**config.mk**
```make
export PLATFORM = sky130hd
export DESIGN_NAME = fetch_sequencer
export DESIGN_NICKNAME = d
export VERILOG_FILES = /design/src/rtl/fetch_sequencer_pkg.sv /design/src/rtl/fetch_sequencer_byte_assembler.sv /design/src/rtl/fetch_sequencer.sv
export SDC_FILE = /design/constraint.sdc
export NUM_CORES = 1
export LEC_CHECK = 0
export ABC_AREA = 1
export BUFFER_PORTS_ARGS = -buffer_cell sky130_fd_sc_hd__buf_2
export CORE_MARGIN = 2
export CORE_UTILIZATION = 45
export DETAILED_ROUTE_END_ITERATION = 10
export PLACE_DENSITY = 0.66
export SLEW_MARGIN = 10
export SYNTH_ARGS = -nofsm -noshare
export SYNTH_HDL_FRONTEND = slang
export SYNTH_SLANG_ARGS = --single-unit
export TNS_END_PERCENT = 30
```
**constraint.sdc**
```tcl
create_clock -name clk -period 2.2 [get_ports clk]
set_input_delay 0.44 -clock clk [delete_from_list [all_inputs] [get_ports clk]]
set_output_delay 0.44 -clock clk [all_outputs]
set_load 0.005 [all_outputs]
```
**src/rtl/fetch_sequencer_pkg.sv**
```systemverilog
// fetch_sequencer_pkg
//   Shared definitions for the serial fetch sequencer: the controller state
//   encoding and the default address width / header boundary.
package fetch_sequencer_pkg;

  localparam int DEF_ADDR_WIDTH = 16;
  // First non-header address; the program counter wraps to this value.
  localparam int DEF_HEADER_END = 93;

  typedef enum logic [1:0] {
    ST_IDLE  = 2'd0,
    ST_FETCH = 2'd1,
    ST_HOLD  = 2'd2
  } fseq_state_e;

endpackage

```
**src/rtl/fetch_sequencer_byte_assembler.sv**
```systemverilog
// byte_assembler
//   Serial-to-parallel byte assembly for the fetch sequencer, plus a one-byte
//   hold register used while the downstream consumer back-pressures.
//   Ports:
//     clk, resetN     - clock, async active-low reset
//     clr_i           - flush the partial byte (new fetch / abort)
//     shiftEn_i       - shift sdi_i in (serial clock rising edge while fetching)
//     completeEn_i    - this serial edge completes a byte
//     holdLoad_i      - capture the completed byte and its address
//     sdi_i, addr_i   - serial data bit, address of the byte being completed
//     byte_o          - completed byte {previous 7 bits, sdi_i}
//     complete_o      - byte-complete strobe
//     holdData_o/holdAddr_o - held byte and its address
module byte_assembler
  import fetch_sequencer_pkg::*;
#(
  parameter int ADDR_WIDTH = DEF_ADDR_WIDTH
) (
  input  logic                  clk,
  input  logic                  resetN,
  input  logic                  clr_i,
  input  logic                  shiftEn_i,
  input  logic                  completeEn_i,
  input  logic                  holdLoad_i,
  input  logic                  sdi_i,
  input  logic [ADDR_WIDTH-1:0] addr_i,
  output logic [7:0]            byte_o,
  output logic                  complete_o,
  output logic [7:0]            holdData_o,
  output logic [ADDR_WIDTH-1:0] holdAddr_o
);

  // Only the last seven bits are ever needed: the eighth is sdi itself on
  // the completing edge.
  logic [6:0]            shift_q, shift_d;
  logic [7:0]            holdData_q, holdData_d;
  logic [ADDR_WIDTH-1:0] holdAddr_q, holdAddr_d;

  assign byte_o     = {shift_q, sdi_i};
  assign complete_o = completeEn_i;
  assign holdData_o = holdData_q;
  assign holdAddr_o = holdAddr_q;

  always_comb begin
    shift_d    = shift_q;
    holdData_d = holdData_q;
    holdAddr_d = holdAddr_q;
    if (clr_i)
      shift_d = '0;
    else if (shiftEn_i)
      shift_d = byte_o[6:0];
    if (holdLoad_i) begin
      holdData_d = byte_o;
      holdAddr_d = addr_i;
    end
  end

  always_ff @(posedge clk or negedge resetN) begin
    if (!resetN) begin
      shift_q    <= '0;
      holdData_q <= '0;
      holdAddr_q <= '0;
    end else begin
      shift_q    <= shift_d;
      holdData_q <= holdData_d;
      holdAddr_q <= holdAddr_d;
    end
  end

endmodule

```
**src/rtl/fetch_sequencer.sv**
```systemverilog
// fetch_sequencer
//   Sequences serial-memory fetches around the program counter: enables the
//   serial clock and PC, assembles bytes, and hands them to a consumer over a
//   valid/ready handshake, pausing the serial clock under back-pressure.
//   Optional feature macro: FETCH_SEQ_HEADER_EN (adds outHeader/headerDone
//   and the HEADER_END parameter).
//   Ports:
//     clk, resetN                - clock, async active-low reset
//     sclkPosEdge, sclk8PosEdge  - serial clock edge / every 8th edge strobes
//     sdi, memAddr               - serial data (MSB first), program counter
//     start, fetchLen, abort     - fetch control
//     outReady                   - consumer ready
//     pcEn, sclkEn, csN          - registered PC enable, sclk enable, chip sel
//     outData, outAddr, outValid - output byte, its address, valid
//     busy, done                 - not idle, final-byte pulse
//     outHeader, headerDone      - header classification (feature only)
module fetch_sequencer
  import fetch_sequencer_pkg::*;
#(
  parameter int ADDR_WIDTH = DEF_ADDR_WIDTH
`ifdef FETCH_SEQ_HEADER_EN
  ,
  parameter int HEADER_END = DEF_HEADER_END
`endif
) (
  input  logic                  clk,
  input  logic                  resetN,
  input  logic                  sclkPosEdge,
  input  logic                  sclk8PosEdge,
  input  logic                  sdi,
  input  logic [ADDR_WIDTH-1:0] memAddr,
  input  logic                  start,
  input  logic [ADDR_WIDTH-1:0] fetchLen,
  input  logic                  abort,
  input  logic                  outReady,
  output logic                  pcEn,
  output logic                  sclkEn,
  output logic                  csN,
  output logic [7:0]            outData,
  output logic [ADDR_WIDTH-1:0] outAddr,
  output logic                  outValid,
  output logic                  busy,
`ifdef FETCH_SEQ_HEADER_EN
  output logic                  outHeader,
  output logic                  headerDone,
`endif
  output logic                  done
);

  fseq_state_e           state_q, state_d;
  logic [ADDR_WIDTH-1:0] cnt_q, cnt_d;
  logic                  pcEn_q, pcEn_d;
  logic                  sclkEn_q, sclkEn_d;
  logic                  csN_q, csN_d;
  logic                  outValid_q, outValid_d;
  logic                  done_q, done_d;
  logic [7:0]            outData_q, outData_d;
  logic [ADDR_WIDTH-1:0] outAddr_q, outAddr_d;

  logic                  inIdle, inFetch, inHold;
  logic                  startSeen, acceptStart, zeroStart;
  logic                  byteDone, slotFree, loadNew, toHold;
  logic                  holdRelease, lastFetch, holdEmpty, finish;
  logic                  asmClr, holdLoad, completeEn;
  logic [7:0]            asmByte, holdData;
  logic [ADDR_WIDTH-1:0] holdAddr;

  byte_assembler #(.ADDR_WIDTH(ADDR_WIDTH)) u_asm (
    .clk         (clk),
    .resetN      (resetN),
    .clr_i       (asmClr),
    .shiftEn_i   (inFetch && sclkPosEdge),
    .completeEn_i(completeEn),
    .holdLoad_i  (holdLoad),
    .sdi_i       (sdi),
    .addr_i      (memAddr),
    .byte_o      (asmByte),
    .complete_o  (byteDone),
    .holdData_o  (holdData),
    .holdAddr_o  (holdAddr)
  );

  // Shared decode; abort masks every other event in the same cycle.
  assign inIdle      = (state_q == ST_IDLE);
  assign inFetch     = (state_q == ST_FETCH);
  assign inHold      = (state_q == ST_HOLD);
  assign startSeen   = inIdle && start && !abort;
  assign acceptStart = startSeen && (fetchLen != '0);
  assign zeroStart   = startSeen && (fetchLen == '0);
  assign completeEn  = inFetch && sclk8PosEdge && !abort;
  // Slot counts as free when its current byte is being taken this cycle.
  assign slotFree    = !outValid_q || outReady;
  assign loadNew     = byteDone && slotFree;
  assign toHold      = byteDone && !slotFree;
  assign holdRelease = inHold && outValid_q && outReady && !abort;
  assign lastFetch   = (cnt_q == ADDR_WIDTH'(1));
  // In HOLD the count was already decremented for the held byte.
  assign holdEmpty   = (cnt_q == '0);
  assign finish      = (loadNew && lastFetch) || (holdRelease && holdEmpty);

  // State register
  always_ff @(posedge clk or negedge resetN) begin
    if (!resetN) state_q <= ST_IDLE;
    else         state_q <= state_d;
  end

  // Next-state logic
  always_comb begin
    state_d = state_q;
    if (abort) begin
      state_d = ST_IDLE;
    end else begin
      case (state_q)
        ST_IDLE:  if (acceptStart) state_d = ST_FETCH;
        ST_FETCH: begin
          if (finish)      state_d = ST_IDLE;
          else if (toHold) state_d = ST_HOLD;
        end
        ST_HOLD:  if (holdRelease) state_d = holdEmpty ? ST_IDLE : ST_FETCH;
        default:  state_d = ST_IDLE;
      endcase
    end
  end

  // Output / datapath next-state logic
  always_comb begin
    pcEn_d     = pcEn_q;
    sclkEn_d   = sclkEn_q;
    csN_d      = csN_q;
    outValid_d = outValid_q && !outReady;
    outData_d  = outData_q;
    outAddr_d  = outAddr_q;
    done_d     = 1'b0;
    cnt_d      = cnt_q;
    holdLoad   = 1'b0;
    asmClr     = 1'b0;
    if (abort) begin
      pcEn_d     = 1'b0;
      sclkEn_d   = 1'b0;
      csN_d      = 1'b1;
      outValid_d = 1'b0;
      cnt_d      = '0;
      asmClr     = 1'b1;
    end else begin
      if (acceptStart) begin
        cnt_d    = fetchLen;
        csN_d    = 1'b0;
        sclkEn_d = 1'b1;
        pcEn_d   = 1'b1;
        asmClr   = 1'b1;
      end
      if (zeroStart) done_d = 1'b1;
      if (byteDone) cnt_d = cnt_q - ADDR_WIDTH'(1);
      // memAddr is still the pre-increment PC on the completing edge.
      if (loadNew) begin
        outData_d  = asmByte;
        outAddr_d  = memAddr;
        outValid_d = 1'b1;
      end
      // Pausing sclk freezes the bit phase, so resuming loses nothing.
      if (toHold) begin
        holdLoad = 1'b1;
        pcEn_d   = 1'b0;
        sclkEn_d = 1'b0;
      end
      if (holdRelease) begin
        outData_d  = holdData;
        outAddr_d  = holdAddr;
        outValid_d = 1'b1;
        if (!holdEmpty) begin
          pcEn_d   = 1'b1;
          sclkEn_d = 1'b1;
        end
      end
      if (finish) begin
        pcEn_d   = 1'b0;
        sclkEn_d = 1'b0;
        csN_d    = 1'b1;
        done_d   = 1'b1;
      end
    end
  end

  always_ff @(posedge clk or negedge resetN) begin
    if (!resetN) begin
      pcEn_q     <= 1'b0;
      sclkEn_q   <= 1'b0;
      csN_q      <= 1'b1;
      outValid_q <= 1'b0;
      outData_q  <= '0;
      outAddr_q  <= '0;
      done_q     <= 1'b0;
      cnt_q      <= '0;
    end else begin
      pcEn_q     <= pcEn_d;
      sclkEn_q   <= sclkEn_d;
      csN_q      <= csN_d;
      outValid_q <= outValid_d;
      outData_q  <= outData_d;
      outAddr_q  <= outAddr_d;
      done_q     <= done_d;
      cnt_q      <= cnt_d;
    end
  end

  assign pcEn     = pcEn_q;
  assign sclkEn   = sclkEn_q;
  assign csN      = csN_q;
  assign outValid = outValid_q;
  assign outData  = outData_q;
  assign outAddr  = outAddr_q;
  assign done     = done_q;
  assign busy     = !inIdle;

`ifdef FETCH_SEQ_HEADER_EN
  localparam logic [ADDR_WIDTH-1:0] HDR_END = ADDR_WIDTH'(HEADER_END);

  logic                  outHeader_q, outHeader_d;
  logic                  headerDone_q, headerDone_d;
  logic                  outLoad;
  logic [ADDR_WIDTH-1:0] loadAddr;

  assign outLoad  = loadNew || holdRelease;
  assign loadAddr = holdRelease ? holdAddr : memAddr;

  always_comb begin
    outHeader_d  = outHeader_q;
    headerDone_d = headerDone_q;
    if (outLoad) outHeader_d = (loadAddr < HDR_END);
    if (startSeen)
      headerDone_d = 1'b0;
    else if (outLoad && (loadAddr >= HDR_END))
      headerDone_d = 1'b1;
  end

  always_ff @(posedge clk or negedge resetN) begin
    if (!resetN) begin
      outHeader_q  <= 1'b0;
      headerDone_q <= 1'b0;
    end else begin
      outHeader_q  <= outHeader_d;
      headerDone_q <= headerDone_d;
    end
  end

  assign outHeader  = outHeader_q;
  assign headerDone = headerDone_q;
`endif

endmodule

```
==> results_dict.tcl, run 1 <==
set metrics [dict create \
    outcome "finished, final reports clean" \
    antenna_cells 0 \
    cts.sink_count 78 \
    routed-via-count 3550 \
    maxSlewHeadroom_pct 65.4 \
    cp.arrival_ns 2.14 \
    cts_hold_repair.buffers 0 \
    synth.ff_latch_count 78 \
    setup.reg_to_reg.worst_slack_ns 0.34 \
    clk_root_buffer_cell "sky130_fd_sc_hd__clkbuf_8" \
    instances_no_fill 717 \
    hold_class "in2async" \
    syn-cell-area_um2 3980 \
    drv.max_cap_violation_count 0 \
    end_kind "register" \
    place.detailed.hpwl_um 6470 \
    die_area_um2 9610 \
    postSynthCellCount 536 \
    reg2reg_from "state_q[1]" \
    worst-path-max-fanout 18 \
    timing.final.hold_violations 0 \
    first_global_vias 3370 \
    pwr_density_cell_nw_per_um2 828 \
    max-clock-path-buffers 2 \
    largest_net_degree_at_the_start_of_global_routing 52 \
    vias_per_cell 4.95 \
    fraction_of_layout_instances_using_a_drive_strength_above_1_pct 18.1 \
    ant_nets 0 \
    num-fill-cells 865 \
    tritoncts "done" \
    total_negative_slack_for_setup_checks_ns 0 \
    clock_insertion_delay_worst_skew_ns 0.34 \
    final_nets 647 \
    mostFrequentLayoutCell "sky130_fd_sc_hd__nand2_1" \
    globalRouteOverflowTotal 0 \
    chipHeight_um 98.0 \
    post-cts-setup-buffers 0 \
    postCtsResizedCells 0 \
    synth_area_per_cell_um2 7.42 \
    routabilityCongestion 0.907 \
    cell_count_after_placement 702 \
    chipWidth_um 98.0 \
    portBuffers 69 \
    finalMaxSlewViolations 0 \
    fmax_ghz 0.538 \
    startpoint_type "register" \
    worst-slew-pin-transition_ns 0.519 \
    post_route_wl_um 9030 \
    fin_worst_skew_ns 0.00828 \
    rows 34 \
    unrepaired_setup_endpoints_after_global_routing "false" \
    cts.reportedPaths.clkPinSlew_ns 0.08 \
    grt_pass1_wl_um 15600 \
    detailedRoute.firstPassIterationCount 5 \
    cts_buf_count 9 \
    detailedRoute.firstIterationViolations 224 \
    cts_max_level 3 \
    count_of_yosys_warnings_during_synthesis 0 \
    finalCritPeriodShare_pct 84.5 \
    core_area_um2 8640 \
    crit-reg2reg-capture "outAddr[3]" \
    cp_data_required_time_ns 2.48 \
    ys_types 28 \
    synth_seq_area_share_pct 49.1 \
    io-pin-count 70 \
    net_count_after_synthesis 578 \
    leakage_uw 0.00254 \
    route.detailed.wl_per_inst_um 12.6 \
    final_period_minus_worst_setup_slack_ns 1.86 \
    drt_drc_violations_left 0 \
    global_route.usage.total_pct 19.9 \
    worstSetupPathType "reg2reg" \
    fin_total_pwr_uw 3820 \
    layout.cells.most_common_list "sky130_fd_sc_hd__nand2_1 (202), sky130_fd_sc_hd__dfrtp_1 (77), sky130_fd_sc_hd__buf_2 (68)" \
    ir_worst_vdd_uv 377 \
    area_growth_syn_to_layout_pct 16.1 \
    r2r_cells 8 \
    antenna_violations_before_repair 0 \
    final-setup-viol-count 0 \
    start_util_pct 46.1 \
]
==> cell type report <==
cell class | count | area (um^2) | area share [%]
Inverter | 49 | 186 | 4.04
Tap cell | 108 | 135 | 2.93
Sequential cell | 78 | 1950 | 42.3
Clock buffer | 9 | 124 | 2.68
Timing Repair Buffer | 78 | 440 | 9.53
Multi-Input combinational cell | 389 | 1720 | 37.2
Clock inverter | 6 | 61.3 | 1.33
==> logic make-up after synthesis <==
family,after synthesis,synth area share [%]
fa+ha+maj,2,0.629
simple gates,292,30.0
xor+xnor,1,0.220
compound gates,94,12.2
buf+inv,69,7.83
flops,78,49.1
==> Yosys cell counts <==
master                     number  area share [%]
sky130_fd_sc_hd__a21o_1         1            0.19
sky130_fd_sc_hd__a21oi_1        9             1.1
sky130_fd_sc_hd__a21oi_4        1            0.41
sky130_fd_sc_hd__a31oi_1        1            0.16
sky130_fd_sc_hd__buf_1          1           0.094
sky130_fd_sc_hd__buf_2          4            0.50
sky130_fd_sc_hd__buf_6          6             1.7
sky130_fd_sc_hd__clkbuf_1       9            0.85
sky130_fd_sc_hd__dfrtp_1       77              48
sky130_fd_sc_hd__dfstp_2        1            0.66
sky130_fd_sc_hd__ha_1           2            0.63
sky130_fd_sc_hd__inv_1         45             4.2
sky130_fd_sc_hd__inv_2          3            0.28
sky130_fd_sc_hd__inv_4          1            0.16
sky130_fd_sc_hd__nand2_1      202              19
sky130_fd_sc_hd__nand2_2        3            0.47
sky130_fd_sc_hd__nand3_1       32             4.0
sky130_fd_sc_hd__nand3_4        1            0.44
sky130_fd_sc_hd__nand3b_1       3            0.57
sky130_fd_sc_hd__nand4_1        2            0.31
sky130_fd_sc_hd__nor2_1        42             4.0
sky130_fd_sc_hd__nor2_2         2            0.31
sky130_fd_sc_hd__nor2_4         1            0.28
sky130_fd_sc_hd__nor3_1         1            0.13
sky130_fd_sc_hd__o21ai_0       53             6.7
sky130_fd_sc_hd__o21ai_1       29             3.6
sky130_fd_sc_hd__or2_2          3            0.47
sky130_fd_sc_hd__xnor2_1        1            0.22
==> registers in the layout, indices dropped and copies added (netlist names) <==
| signal | cells |
|---|---|
| cnt_q | 16 |
| csN | 1 |
| done | 1 |
| outAddr | 16 |
| outData | 8 |
| outValid | 1 |
| pcEn | 1 |
| sclkEn | 1 |
| state_q | 2 |
| u_asm.holdAddr_o | 16 |
| u_asm.holdData_o | 8 |
| u_asm.shift_q | 7 |
==> worst max-delay path, stage by stage (launching register included) <==
cell                      delay (ns)
sky130_fd_sc_hd__dfrtp_1        0.46
sky130_fd_sc_hd__nor2_4         0.15
sky130_fd_sc_hd__nand2_2        0.09
sky130_fd_sc_hd__nor2_2         0.28
sky130_fd_sc_hd__nand2_2        0.21
sky130_fd_sc_hd__buf_4          0.26
sky130_fd_sc_hd__o21ai_0        0.15
sky130_fd_sc_hd__o21ai_0        0.12
sky130_fd_sc_hd__nand2_1        0.07
==> routing by layer <==
layer  global-route usage (%)  share of wire, %  vias to the layer above
li1                         -                 -                     1846
met1                     28.9                50                     1582
met2                     30.5                43                      109
met3                     3.58               5.8                       13
met4                     5.98               1.2                        0
met5                        0                 0                        -
==> worst max-delay path by stage <==
stage / startpoint / end
2_1_floorplan: abort / cnt_q[3]
3_3_place_gp: abort / outData[2]
3_5_place_dp: abort / outAddr[0]
4_1_cts: state_q[1] / outAddr[0]
5_1_grt: state_q[1] / outAddr[1]
6_report: state_q[1] / outAddr[3]
==> metrics by stage <==
stage / setup slack [ns] / cell area [um^2] / hold WS, ns / util (%)
after floorplan: 0.572 / 3980 / 0.144 / -
after global placement: 0.352 / 4430 / 0.455 / 51.3
after detailed placement: 0.318 / 4430 / 0.452 / 51.3
after CTS: 0.359 / 4620 / 0.0766 / 53.5
after global routing: 0.185 / 4620 / 0.0955 / 53.5
final: 0.340 / 4620 / 0.0668 / 53.5
==> power breakdown <==
part           leakage, uW  switching [uW]  internal, uW
Sequential         0.00104             152          1690
Clock            0.0000953             524           516
Combinational      0.00140             562           383
Total              0.00254            1240          2580
Power figures use the tool's default switching activity.
==> run 2, diff against run 1 <==
==> constraint.sdc (replaced) <==
create_clock -name clk -period 1.9 [get_ports clk]
set_input_delay 0.38 -clock clk [delete_from_list [all_inputs] [get_ports clk]]
set_output_delay 0.38 -clock clk [all_outputs]
set_load 0.005 [all_outputs]
==> run 2 against run 1 <==
Clock skew is 0.0042 ns higher. Cell count up 0.84%. Non-clock buffer count is 6 higher. Critical endpoint is now outData[3].
==> results_dict.tcl, run 2 (synthesis gave the netlist of run 1 again) <==
set metrics [dict create \
    crit-reg2reg-capture "outData[3]" \
    fraction_of_layout_instances_using_a_drive_strength_above_1_pct 18.9 \
    maxSlewHeadroom_pct 69.8 \
    cts_buf_count 9 \
    end_kind "register" \
    fmax_ghz 0.588 \
    antenna_cells 0 \
    leakage_uw 0.00256 \
    cp_data_required_time_ns 2.18 \
    fin_total_pwr_uw 4390 \
    cts_max_level 3 \
    hold-path-endpoint "u_asm.holdAddr_o[2]" \
    clk_root_buffer_cell "sky130_fd_sc_hd__clkbuf_8" \
    ir_worst_vdd_uv 408 \
    global_route.usage.total_pct 20.7 \
    routabilityCongestion 0.949 \
    fin_worst_skew_ns 0.0124 \
    antenna_violations_before_repair 0 \
    layout.core_utilization_pct 54.1 \
    tritoncts "done" \
    layout.cells.most_common_list "sky130_fd_sc_hd__nand2_1 (202), sky130_fd_sc_hd__dfrtp_1 (77), sky130_fd_sc_hd__buf_2 (68)" \
    r2r_cells 7 \
    place.detailed.hpwl_um 6730 \
    startpoint_of_the_worst_hold_path "memAddr[2]" \
    global_route.usage.met3_pct 4.72 \
    die_area_um2 9610 \
    pwr_density_cell_nw_per_um2 940 \
    ant_nets 0 \
    mostFrequentLayoutCell "sky130_fd_sc_hd__nand2_1" \
    routed-via-count 3615 \
    chipWidth_um 98.0 \
    unrepaired_setup_endpoints_after_global_routing "false" \
    final_period_minus_worst_setup_slack_ns 1.70 \
    cts.sink_count 78 \
    chipHeight_um 98.0 \
    portBuffers 69 \
    globalRouteOverflowTotal 0 \
    final-setup-viol-count 0 \
    vias_per_cell 5.00 \
    setup.reg_to_reg.worst_slack_ns 0.20 \
    global_route.peak_usage_layer "met2" \
    grt_pass1_wl_um 16200 \
    cts.reportedPaths.clkPinSlew_ns 0.08 \
    detailedRoute.firstIterationViolations 201 \
    cp.arrival_ns 1.99 \
    reg2reg_from "state_q[1]" \
    start_util_pct 46.1 \
    rows 34 \
    finalMaxSlewViolations 0 \
    timing.final.hold_violations 0 \
    io-pin-count 70 \
    global_route.usage.met2_pct 30.7 \
    hold_class "in2reg" \
    outcome "finished, final reports clean" \
    clock_insertion_delay_worst_skew_ns 0.35 \
    drv.max_cap_violation_count 0 \
    post-cts-setup-buffers 0 \
    route.detailed.wl_per_inst_um 13.1 \
    worst-slew-pin-transition_ns 0.453 \
    largest_net_degree_at_the_start_of_global_routing 53 \
    finalCritPeriodShare_pct 89.5 \
    post_route_wl_um 9450 \
    total_negative_slack_for_setup_checks_ns 0 \
    area_growth_syn_to_layout_pct 17.5 \
    worst-path-max-fanout 30 \
    first_global_vias 3404 \
    startpoint_type "register" \
    drt_drc_violations_left 0 \
    final_nets 653 \
    min_path_cells 3 \
    core_area_um2 8640 \
    worstSetupPathType "reg2reg" \
    max-clock-path-buffers 2 \
    final_critical_path_setup_slack_ns 0.199 \
    dp_slack_ns 0.120 \
    met1_routing_resource_usage_after_global_routing_pct 30.0 \
    detailedRoute.firstPassIterationCount 5 \
]
run 2: cell types whose count changed in the layout (fill, tap and decap cells not counted):
cell	before	now
sky130_fd_sc_hd__nor2_4	1	2
sky130_fd_sc_hd__bufinv_16	1	0
sky130_fd_sc_hd__clkinv_2	3	2
sky130_fd_sc_hd__dlygate4sd3_1	0	1
sky130_fd_sc_hd__clkinvlp_4	1	2
sky130_fd_sc_hd__nor2_1	42	41
sky130_fd_sc_hd__clkbuf_8	9	10
sky130_fd_sc_hd__buf_4	8	12
sky130_fd_sc_hd__buf_12	2	3
run 2: per-stage QoR:
step                      area (um^2)  instances  hold slack (ns)
after CTS                        4670        723            0.288
after global routing             4670        723            0.292
after floorplan                  3980        536           0.0844
after global placement           4480        707            0.330
final                            4670        723            0.300
after detailed placement         4480        707            0.339
run 2: worst max path at each step:
| stage | startpoint | endpoint | slack, ns | cells after the start |
|---|---|---|---|---|
| floorplan | abort | cnt_q[3] | 0.33 | 10 |
| global placement | abort | cnt_q[8] | 0.21 | 8 |
| detailed placement | fetchLen[12] | cnt_q[11] | 0.12 | 10 |
| CTS | state_q[1] | outAddr[3] | 0.15 | 8 |
| global route | cnt_q[1] | cnt_q[14] | 0.04 | 12 |
| finish | state_q[1] | outData[3] | 0.20 | 7 |
run 2: power breakdown:
part	switching, uW	leakage [uW]	internal [uW]	total (uW)
sequential	182	0.00104	1950	2130
clock	619	0.0000845	503	1120
combinational	669	0.00143	468	1140
total	1470	0.00256	2920	4390
run 2: layer usage:
layer / vias up / part of all wire, %
met5: - / 0
met4: 0 / 1.7
met3: 11 / 5.2
met2: 107 / 44
met1: 1656 / 49
li1: 1841 / -
run 2: final cells by class:
type,instances,area (um^2)
clock inverters,5,33.8
flip-flops and latches,78,1950
well taps,108,135
multi-input cells,389,1730
clock buffers,10,138
repair buffers,84,500
inverters,49,186
fillers,859,3960
run 2: repair_timing:
action	in CTS	in global routing
hold buffers	1	0
endpoints found under the setup margin	0	5
endpoints found under the hold margin	26	0
resized for setup	0	2
run 2: critical path, cell delays in order, from the launching register on:
cell and delay (ns):
sky130_fd_sc_hd__dfrtp_1 0.43, sky130_fd_sc_hd__buf_4 0.17, sky130_fd_sc_hd__nand4_1 0.20, sky130_fd_sc_hd__buf_12 0.21, sky130_fd_sc_hd__nand2_1 0.08, sky130_fd_sc_hd__inv_2 0.34, sky130_fd_sc_hd__nand2_1 0.12, sky130_fd_sc_hd__nand2_1 0.09
